==> src/rtl/flash_pkg.sv <==
// Shared opcodes, request encodings and state types for the SPI flash command sequencer.
package flash_pkg;

  localparam logic [7:0] CMD_WREN = 8'h06;
  localparam logic [7:0] CMD_PP   = 8'h02;
  localparam logic [7:0] CMD_READ = 8'h03;
  localparam logic [7:0] CMD_SE   = 8'h20;
  localparam logic [7:0] CMD_RDSR = 8'h05;

  typedef enum logic [1:0] {
    OP_READ  = 2'b00,
    OP_PROG  = 2'b01,
    OP_ERASE = 2'b10,
    OP_RSVD  = 2'b11
  } op_t;

  typedef enum logic [2:0] {
    ST_IDLE,
    ST_ISSUE,
    ST_WAIT,
    ST_GAP,
    ST_FIN
  } state_t;

  // Position within an operation's command list.
  typedef enum logic [1:0] {
    STEP_FIRST,
    STEP_MAIN,
    STEP_POLL
  } step_t;

  function automatic logic [7:0] step_cmd(input op_t op, input step_t step);
    logic [7:0] cmd;
    case (step)
      STEP_FIRST: cmd = (op == OP_READ) ? CMD_READ : CMD_WREN;
      STEP_MAIN:  cmd = (op == OP_ERASE) ? CMD_SE : CMD_PP;
      default:    cmd = CMD_RDSR;
    endcase
    return cmd;
  endfunction

endpackage

==> src/rtl/flash_sequencer.sv <==
// Expands single-word read/program/erase requests into the WREN / PP|SE / RDSR-poll
// command sequence for the SPI flash driver, one driver transaction at a time.
module flash_sequencer
  import flash_pkg::*;
#(
  parameter int          POLL_GAP = 64,
  parameter logic [15:0] POLL_MAX = 16'd50000,
  parameter int          GAP_W    = 8
) (
  input  logic        clk,
  input  logic        reset,
  input  logic        req,
  input  logic [1:0]  op,
  input  logic [23:0] req_addr,
  input  logic [7:0]  req_wdata,
  output logic        busy,
  output logic        ack,
  output logic        err,
  output logic [7:0]  rdata,
  output logic        drv_start,
  output logic [7:0]  drv_cmd,
  output logic [23:0] drv_addr,
  output logic [7:0]  drv_data,
  output logic [7:0]  drv_len,
  input  logic        drv_done,
  input  logic [7:0]  drv_rdata
);

  localparam logic [GAP_W-1:0] GAP_LAST = GAP_W'(POLL_GAP - 1);

  state_t           state;
  op_t              op_q;
  step_t            step;
  logic [23:0]      addr_q;
  logic [7:0]       wdata_q;
  logic             first_wait;
  logic [GAP_W-1:0] gap_cnt;
  logic [15:0]      poll_cnt;
  logic [7:0]       cur_cmd;
  logic [15:0]      poll_inc;

  assign cur_cmd  = step_cmd(op_q, step);
  assign poll_inc = poll_cnt + 16'd1;

  always_ff @(posedge clk or posedge reset) begin
    if (reset) begin
      state      <= ST_IDLE;
      op_q       <= OP_READ;
      step       <= STEP_FIRST;
      addr_q     <= '0;
      wdata_q    <= '0;
      first_wait <= 1'b0;
      gap_cnt    <= '0;
      poll_cnt   <= '0;
      busy       <= 1'b0;
      ack        <= 1'b0;
      err        <= 1'b0;
      rdata      <= '0;
      drv_start  <= 1'b0;
      drv_cmd    <= '0;
      drv_addr   <= '0;
      drv_data   <= '0;
      drv_len    <= '0;
    end else begin
      drv_start <= 1'b0;
      ack       <= 1'b0;
      err       <= 1'b0;
      case (state)
        ST_IDLE: begin
          if (req) begin
            op_q     <= op_t'(op);
            addr_q   <= req_addr;
            wdata_q  <= req_wdata;
            step     <= STEP_FIRST;
            poll_cnt <= '0;
            busy     <= 1'b1;
            state    <= ST_ISSUE;
          end
        end
        ST_ISSUE: begin
          if (op_q == OP_RSVD) begin
            ack   <= 1'b1;
            err   <= 1'b1;
            busy  <= 1'b0;
            state <= ST_FIN;
          end else begin
            // Only the addressed commands carry an address; only PP carries data.
            drv_start  <= 1'b1;
            drv_cmd    <= cur_cmd;
            drv_addr   <= (cur_cmd == CMD_WREN || cur_cmd == CMD_RDSR) ? 24'd0 : addr_q;
            drv_data   <= (cur_cmd == CMD_PP) ? wdata_q : 8'd0;
            drv_len    <= 8'd1;
            first_wait <= 1'b1;
            state      <= ST_WAIT;
          end
        end
        ST_WAIT: begin
          first_wait <= 1'b0;
          // drv_done in the start cycle may be a leftover level from the previous step.
          if (!first_wait && drv_done) begin
            case (step)
              STEP_FIRST: begin
                if (op_q == OP_READ) begin
                  rdata <= drv_rdata;
                  ack   <= 1'b1;
                  busy  <= 1'b0;
                  state <= ST_FIN;
                end else begin
                  step  <= STEP_MAIN;
                  state <= ST_ISSUE;
                end
              end
              STEP_MAIN: begin
                step  <= STEP_POLL;
                state <= ST_ISSUE;
              end
              default: begin
                if (!drv_rdata[0]) begin
                  ack   <= 1'b1;
                  busy  <= 1'b0;
                  state <= ST_FIN;
                end else begin
                  poll_cnt <= poll_inc;
                  if (poll_inc >= POLL_MAX) begin
                    ack   <= 1'b1;
                    err   <= 1'b1;
                    busy  <= 1'b0;
                    state <= ST_FIN;
                  end else begin
                    gap_cnt <= '0;
                    state   <= ST_GAP;
                  end
                end
              end
            endcase
          end
        end
        ST_GAP: begin
          if (gap_cnt == GAP_LAST) begin
            state <= ST_ISSUE;
          end else begin
            gap_cnt <= gap_cnt + 1'b1;
          end
        end
        ST_FIN:  state <= ST_IDLE;
        default: state <= ST_IDLE;
      endcase
    end
  end

endmodule
==> config.mk <==
export PLATFORM = sky130hd
export DESIGN_NAME = flash_sequencer
export DESIGN_NICKNAME = d
export VERILOG_FILES = /design/src/rtl/flash_pkg.sv /design/src/rtl/flash_sequencer.sv
export SDC_FILE = /design/constraint.sdc
export NUM_CORES = 1
export LEC_CHECK = 0
export BUFFER_PORTS_ARGS = -buffer_cell sky130_fd_sc_hd__clkbuf_2
export CAP_MARGIN = 20
export CORE_MARGIN = 4
export CORE_UTILIZATION = 40
export DETAILED_ROUTE_END_ITERATION = 8
export GPL_TIMING_DRIVEN = 0
export PLACE_DENSITY = 0.62
export SETUP_SLACK_MARGIN = 0.2
export SYNTH_ARGS = -nofsm -noshare
export SYNTH_HDL_FRONTEND = slang
export SYNTH_SLANG_ARGS = --single-unit
==> constraint.sdc <==
create_clock -name clk -period 4.17 [get_ports clk]
set_input_delay 0.834 -clock clk [delete_from_list [all_inputs] [get_ports clk]]
set_output_delay 0.834 -clock clk [all_outputs]
set_load 0.01 [all_outputs]
======== Yosys cells after proc, flatten, opt, wreduce, memory -nomap -nowiden ========
Index checks and enable logic that the tools add are counted.
word-level totals
  logic and storage cells ................. 118
  output and inout bits ................... 60
  flip-flop bits (word level) ............. 117
  input port bits ......................... 46
operators by class
  $lt $le $gt $ge ......................... 1
  $add $sub $neg .......................... 2
  reductions and logical operators ........ 20
  muxes and demuxes ....................... 53
  eq/ne operators ......................... 24
  bitwise gates (word level) .............. 1
operators by type and width
  kind                                                                   number
  16-bit two-way mux                                                     4
  8-bit two-way mux                                                      6
  16-bit one-hot mux with 2 select lines                                 1
  24-bit two-way mux                                                     1
  3-bit two-way mux                                                      8
  2-bit != test, second input constant                                   10
  1-bit two-way mux                                                      17
  16-bit by 1-bit adder with 16-bit output, second input constant        1
  8-bit by 3-bit equality test with 1-bit output, second input constant  2
  16-bit greater-or-equal comparator, second input constant              1
  8-bit one-hot mux with 2 select lines                                  1
  3-bit one-hot mux with 4 select lines                                  1
  6-bit one-hot mux with 2 select lines                                  1
  1-bit one-hot mux with 2 select lines                                  5
  5-bit AND reduction                                                    2
  3-bit != test, second input constant                                   3
  8-bit by 1-bit adder with 8-bit output, second input constant          1
  8-bit by 2-bit equality test with 1-bit output, second input constant  1
  8-bit by 6-bit equality test with 1-bit output, second input constant  1
  2-bit one-hot mux with 2 select lines                                  2
  7-bit AND reduction                                                    1
  3-bit by 2-bit equality test with 1-bit output, second input constant  2
  2-bit two-way mux                                                      3
  6-bit two-way mux                                                      1
  other kinds (19)                                                       25

======== Depth between registers and ports, before layout ========
Gate-level depths: netlist (run 1).
  depth after elaboration ................. 7
  depth in mapped cells ................... 10
  mapped depth without buffers ............ 8

======== Worst setup path before layout (run 1) ========
Ideal clock, no wire load.
  kind .................................... input -> register
  from .................................... input port drv_rdata[0]
  to ...................................... register poll_cnt[5]
  stages on the path ...................... 6
  setup slack ............................. 1867 ps
  arrival time ............................ 2170 ps
  cells stage by stage .................... clkdlybuf4s50_1 nand3_1 clkbuf_1 nor2_1 o21ai_0 o31ai_1
on the way
  longest elaborated chain between the ends .. 2
RTL lines
  what                           RTL line                source
  start, declared                flash_sequencer.sv:26   input logic [7:0] drv_rdata
  2-bit != test (no line)        n/a
  5-bit AND reduction (no line)  n/a
  end signal, assigned           flash_sequencer.sv:123  poll_cnt <= poll_inc;
  end, declared                  flash_sequencer.sv:38   logic [15:0] poll_cnt;
No other way between the ends.
A chain may end at the register's enable or synchronous reset.

======== Final worst setup path (run 1) ========
  from .................................... register poll_cnt[0]
  to ...................................... register gap_cnt[1]
on the way
  longest elaborated chain between the ends .. 4
RTL lines
  what                                      RTL line                source
  16-bit by 1-bit adder with 16-bit output  flash_sequencer.sv:43   assign poll_inc = poll_cnt + 16'd1;
  16-bit greater-or-equal comparator        flash_sequencer.sv:124  if (poll_inc >= POLL_MAX) begin
  2-bit != test (no line)                   n/a
  6-bit AND reduction (no line)             n/a
  end signal, assigned                      flash_sequencer.sv:142  gap_cnt <= gap_cnt + 1'b1;
  end, declared                             flash_sequencer.sv:37   logic [GAP_W-1:0] gap_cnt;
No other way between the ends.

==> results of run 1 <==
[stage by stage]
step / setup TNS, ps / power [W] / cells / util (%) / instance area [um2]
2_1_floorplan: 0 / 0.002757 / 451 / - / 5056
3_3_place_gp: -97070 / 0.003224 / 712 / 47.13 / 5732
3_5_place_dp: 0 / 0.003283 / 713 / 47.38 / 5762
5_1_grt: 0 / 0.005145 / 745 / 52.67 / 6406
4_1_cts: 0 / 0.004882 / 745 / 52.67 / 6406
6_report: 0 / 0.004824 / 745 / 52.67 / 6406
[worst max-delay path, stage by stage, from the launching register on]
cell and delay (ps):
dfrtp_1 440, ha_1 240, buf_6 140, and3_1 200, o311ai_0 410, a22oi_2 130, o31ai_4 480, a21oi_2 150
mux2_4 320
[power groups by stage]
| stage | Sequential (W) | Combinational, W | Clock (W) |
|---|---|---|---|
| 3_5_place_dp | 0.00185 | 0.00143 | 0 |
| 4_1_cts | 0.00185 | 0.00143 | 0.00160 |
| 2_1_floorplan | 0.00190 | 0.000860 | 0 |
| 5_1_grt | 0.00191 | 0.00156 | 0.00167 |
| 6_report | 0.00185 | 0.00140 | 0.00158 |
| 3_3_place_gp | 0.00184 | 0.00139 | 0 |
[synth_stat cells (6+ instances only)]
library cell	count
mux2_2	43
a21oi_1	7
clkbuf_1	15
a22o_1	25
nor2_1	33
nand4_1	7
o21ai_0	27
nor3_1	8
o31ai_1	9
nand3_1	21
xor2_1	6
dfrtp_1	113
nand2_1	45
buf_4	13
[registers in the layout (all words and copies together) (netlist names)]
signal and flops:
gap_cnt 8, rdata 8, poll_cnt 16, drv_data 8, drv_len 1, drv_cmd 4
step 2, drv_addr 24, err 1, op_q 2, ack 1, first_wait 1
state 3, wdata_q 8, busy 1, drv_start 1, addr_q 24
[routing by layer]
layer	up-vias	GRT usage, %	share of wire, %
met3	12	6.315	6.8
met2	110	27.50	49
met4	0	4.868	1.2
met5	-	0	0
li1	1821	-	-
met1	1849	20.63	43
[logic make-up after synthesis]
group / after synthesis
compound gates: 92
xor+xnor: 6
fa+ha+maj: 2
buf+inv: 38
flops: 113
mux: 44
other cells: 1
simple gates: 145
[path summary, 6_finish.rpt]
path / from / endpoint / slack [ps] / cells after the start
hold / removal: drv_len[0] / drv_len[0] / 460 / 1
hold reg to reg: drv_len[0] / drv_len[0] / 460 / 1
setup reg to reg: poll_cnt[0] / gap_cnt[1] / 1540 / 8
setup / recovery: poll_cnt[0] / gap_cnt[1] / 1540 / 8
max in group asynchronous: reset / drv_data[1] / 2930 / 3
min in group asynchronous: reset / addr_q[10] / 500 / 2
[final cells by class]
class                   count  area (um2)  area share (%)
flip-flops and latches    113        2828           44.14
repair buffers             94       493.0           7.695
clock buffers              19       432.9           6.758
clock inverters            13       211.5           3.301
well taps                 168       210.2           3.281
inverters                   5       21.27          0.3320
multi-input cells         300        2013           31.43
plain buffers              33       196.4           3.066
==> impl_metrics.toml, run 1 <==
[logic_synthesis]
synth_xor_area_share_pct = 1.047
synth_compound_area_share_pct = 13.56
syn_avg_cell_area_um2 = 11.38
yosysWarningCount = 0
synth_top_family_by_area = "simple AND/OR/NAND/NOR gates"
synthSimpleGateAreaFrac_pct = 14.24
muxShareOfSynthArea_pct = 9.948
synth_ff_type = "dfrtp_1"
synth_edf_count = 0
yosys.cell_types.count = 52
ys_ff_latch = 113
synthArstFlopShare_pct = 100.0
synth.largest_area_cell = "dfrtp_1"
yosysTopAreaCellShare_pct = 56.35
synth_area_um2 = 5019
synth_seq_area_share_pct = 56.35
syn-instance-count = 441
synthAdderAreaFrac_pct = 0.4986
ys_top_cells_by_area = "dfrtp_1 56%, mux2_2 9.6%, a22o_1 4.4%"

[sta]
hold_slack_ps = 464.1
period_needed_ps = 2627
tightest_slew_ps = 895.3
slew_violations = 0
relSlewSlack_pct = 39.85
skew_ps = 5.250
final_hold_viol_count = 0
layout_setup_ws_ps = 1543
fin_crit_sh_pct = 63.01
fmaxAchievable_mhz = 380.6
rsz0062_at_grt = "no"
final-setup-viol-count = 0

[place]
dp_hpwl_um = 7926
gp_congestion = 0.8289
port_buffers = 93
dp_slack_ps = 1467

[global_route]
antenna_found_initial = 0
first_global_vias = 3967
track_usage_pct = 16.75
grt-ovfl-total = 0
grt_max_degree = 65
grt_pass1_wl_um = 19320

[cts]
clkTransAtPathRegs_ps = 50
postCtsHoldBufs = 0
post_cts_resized = 0
numCtsBuffers = 17
cts_root_buf = "clkbuf_16"
h-tree-depth = 4
cts_buffer_depth = 2
cts_num_sinks = 113
post_cts_buffers = 0
tritoncts = "done"
clk_latency_ps = 410

[floorplanning]
die_h_um = 120.0
fp.dieW_um = 120.0
core_um2 = 12160
die_area_um2 = 14400
ios = 106
num_rows = 40
initial_utilization_pct = 41.27

[final_layout]
final_nets = 612
final_cell_mix = "113 x dfrtp_1, 93 x clkbuf_2, 45 x nand2_1"
syn2layout_area_growth_pct = 27.65
diodes = 0
final_layout_size_suffix_gt1_share_pct = 34.14
fill_cells = 1073
final_common_cell = "dfrtp_1"

[critical_path]
crit_arrival_ps = 2920
crit_fanout = 10
worstSetupEndpointType = "flop"
required_ps = 4460
crit_type = "flop to flop"
worstSetupStartpointType = "flop"

[power_and_ir_drop]
p_leak_nw = 3.020
p_int_w = 0.003269
p_per_area_nw_per_um2 = 753.0
p_comb_share_pct = 29.1
swShare_pct = 32.22
p_sw_w = 0.001554
power.share.sequential_pct = 38.3
ir_worst_vdd_v = 0.0004203
power.share.clock_pct = 32.7

[detailed_routing]
post-route-drc-count = 0
dr.first_iter.drc_count = 164
drtPass1Iterations = 7
num_vias = 3792
drt_wl_total_um = 11340
postRouteAntennaNets = 0
vias_per_cell = 5.090
wl_per_cell_um = 15.23

[flow_run]
maxCapViolations = 0

[min_path]
hold_path_class = "flop to flop"

[run_status]
status = "finished clean"
(Power assumes the default switching activity.)
==> inputs of run 2 (changes only) <==
--- a/config.mk
+++ b/config.mk
@@ -5,13 +5,14 @@
 export SDC_FILE = /design/constraint.sdc
 export NUM_CORES = 1
 export LEC_CHECK = 0
+export ABC_AREA = 1
 export BUFFER_PORTS_ARGS = -buffer_cell sky130_fd_sc_hd__clkbuf_2
 export CAP_MARGIN = 20
 export CORE_MARGIN = 4
 export CORE_UTILIZATION = 40
 export DETAILED_ROUTE_END_ITERATION = 8
 export GPL_TIMING_DRIVEN = 0
-export PLACE_DENSITY = 0.62
+export PLACE_DENSITY = 0.64
 export SETUP_SLACK_MARGIN = 0.2
 export SYNTH_ARGS = -nofsm -noshare
 export SYNTH_HDL_FRONTEND = slang
==> constraint.sdc (replaced) <==
create_clock -name clk -period 2.1 [get_ports clk]
set_input_delay 0.42 -clock clk [delete_from_list [all_inputs] [get_ports clk]]
set_output_delay 0.42 -clock clk [all_outputs]
set_load 0.01 [all_outputs]
==> run 2 against run 1 <==
Effect of this change:
- cell count grew 20%
- wire length grew 9.8%
- clock power up 100%
- critical path depth rose by 6
- register-to-register slack got worse by 1300 ps
- clock skew rose by 5.9 ps
- total power grew 14%
- synthesized cell count rose by 29%
- flip-flop and latch count unchanged
- combinational power down 91%
- critical path type unchanged
==> impl_metrics.toml, run 2 <==
[global_route]
grt-ovfl-total = 0
first_global_vias = 4243
grt_max_degree = 38
track_usage_pct = 17.47
grt_pass1_wl_um = 20330
antenna_found_initial = 0

[place]
dp_hpwl_um = 8843
gp_congestion = 0.8832
port_buffers = 94

[critical_path]
worstSetupStartpointType = "flop"
cp_cell_sequence = "ha_4 > nand2_2 > nor2_4 > nand2_2 > xor2_2 > nor2_2 > nand2_2 > nand2_2 > nand2_4 > nand2_4 > nand2_4 > buf_12 > nand3_1 > nand2_1"
crit_type = "flop to flop"
slowest_stage = "dfrtp_1"
slowest_delay_ps = 410
path_delay_family = "simple AND/OR/NAND/NOR gates"
crit_fanout = 5
required_ps = 2400
worstSetupEndpointType = "flop"
worst-path-buf-inv = 1
crit_arrival_ps = 2190
cp_common_cell = "nand2_2"

[floorplanning]
die_h_um = 121.0
die_area_um2 = 14640
fp.dieW_um = 121.0
ios = 106
initial_utilization_pct = 40.63
num_rows = 41
core_um2 = 12570

[sta]
fin_crit_sh_pct = 90.35
final-setup-viol-count = 0
skew_ps = 11.18
slew_violations = 0
hold_slack_ps = 13.66
rsz0062_at_grt = "yes"
final_hold_viol_count = 0
fmaxAchievable_mhz = 527.0
period_needed_ps = 1897

[final_layout]
reg_top3 = "addr_q: 24 flops, drv_addr: 24 flops, poll_cnt: 16 flops"
multi_input_area_um2 = 2051
syn2layout_area_growth_pct = 34.01
final_cell_mix = "113 x dfrtp_1, 109 x nand2_1, 100 x clkbuf_2"
final_layout_size_suffix_gt1_share_pct = 32.87
final_common_cell = "dfrtp_1"
regArea_um2 = 2828
final_core_util_pct = 54.45
final_nets = 756
diodes = 0
fill_cells = 1134

[logic_synthesis]
synthArstFlopShare_pct = 100.0
syn_avg_cell_area_um2 = 9.006
synth_ff_type = "dfrtp_1"
synth.top_cells.by_count = "114 x nand2_1, 113 x dfrtp_1, 61 x inv_1"
synth_edf_count = 0
ys_top_cells_by_area = "dfrtp_1 55%, nand2_1 8.4%, inv_1 4.5%"
yosysTopAreaCellShare_pct = 55.38
syn-instance-count = 567
synth_seq_area_share_pct = 55.38
ys_ff_latch = 113
synth_area_um2 = 5106
synthMostInstantiatedCell = "nand2_1"
synth.largest_area_cell = "dfrtp_1"
yosys.cell_types.count = 42
yosysWarningCount = 0

[detailed_routing]
drt_wl_total_um = 12460
vias_per_cell = 4.783
num_vias = 4271
dr.first_iter.drc_count = 159
postRouteAntennaNets = 0
wl_per_cell_um = 13.95
post-route-drc-count = 0
drtPass1Iterations = 4

[min_path]
hold_path_class = "input port to async pin"

[cts]
cts_root_buf = "clkbuf_16"
clkTransAtPathRegs_ps = 60
cts_buffer_depth = 2
h-tree-depth = 4
cts_num_sinks = 113
tritoncts = "done"
clk_latency_ps = 410
numCtsBuffers = 17
postCtsHoldBufs = 0

[power_and_ir_drop]
p_per_area_nw_per_um2 = 803.0
ir_worst_vdd_v = 0.0003954
p_leak_nw = 3.586

[flow_run]
maxCapViolations = 0

[run_status]
status = "finished clean"
-- run 2: logic make-up after synthesis --
kind of cell    count (synthesis)  synth area share [%]
simple gates                  238                 21.42
flops                         113                 55.38
compound gates                104                 11.79
buf+inv                        95                 7.964
mux                            10                 2.205
xor+xnor                        4                0.6860
fa+ha+maj                       2                0.4900
other cells                     1               0.07344
-- run 2: worst paths after layout --
check                               endpoint  cells past startpoint         start  slack, ps
worst max-delay path              gap_cnt[6]                     14   poll_cnt[0]        200
worst min-delay path             drv_data[2]                      2         reset         10
worst max register to register    gap_cnt[6]                     14   poll_cnt[0]        200
worst min register to register  drv_addr[23]                      2  drv_addr[23]        480
max in group asynchronous       poll_cnt[11]                      5         reset       1110
min in group clk                    rdata[7]                      2  drv_rdata[7]        240
-- run 2: stage by stage --
step           std cells  setup TNS [ps]  cell area [um2]  power, W  setup WS, ps
3_5_place_dp         846         -0.2687             5901  0.002349       -0.2687
5_1_grt              893               0             6843  0.005651         57.04
3_3_place_gp         843          -43640             5833  0.002333        -394.4
2_1_floorplan        577               0             5147  0.002275         308.6
6_report             893               0             6843  0.005495         202.6
4_1_cts              883               0             6650  0.005532         191.5
-- run 2: metal layers --
| layer | global-route usage [%] | share of wire (%) | vias up | wire length, um |
|---|---|---|---|---|
| li1 | - | - | 2099 | - |
| met1 | 22.57 | 44 | 2069 | 5473 |
| met2 | 27.75 | 49 | 94 | 6159 |
| met3 | 6.014 | 5.8 | 9 | 724 |
| met4 | 5.453 | 0.79 | 0 | 99 |
| met5 | 0 | 0 | - | 0 |
-- run 2: cell type report --
type                    instances  area share, %
plain buffers                  27          2.304
clock buffers                  19          6.619
clock inverters                13          3.054
inverters                      68          3.785
multi-input cells             369          29.97
flip-flops and latches        113          41.32
well taps                     172          3.145
repair buffers                112          9.801
-- run 2: repair_timing --
action | CTS | global route
gates resized for setup | 11 | 31
pin swaps | 1 | 11
cloned | 0 | 0
setup endpoints to repair | 51 | 69
setup buffers | 5 | 10
-- run 2: power by group --
part / switching [W] / internal [W]
clock: 0.00102 / 0.00217
sequential: 0 / 0.00218
combinational: 0.0000733 / 0.0000564
total: 0.00109 / 0.00440
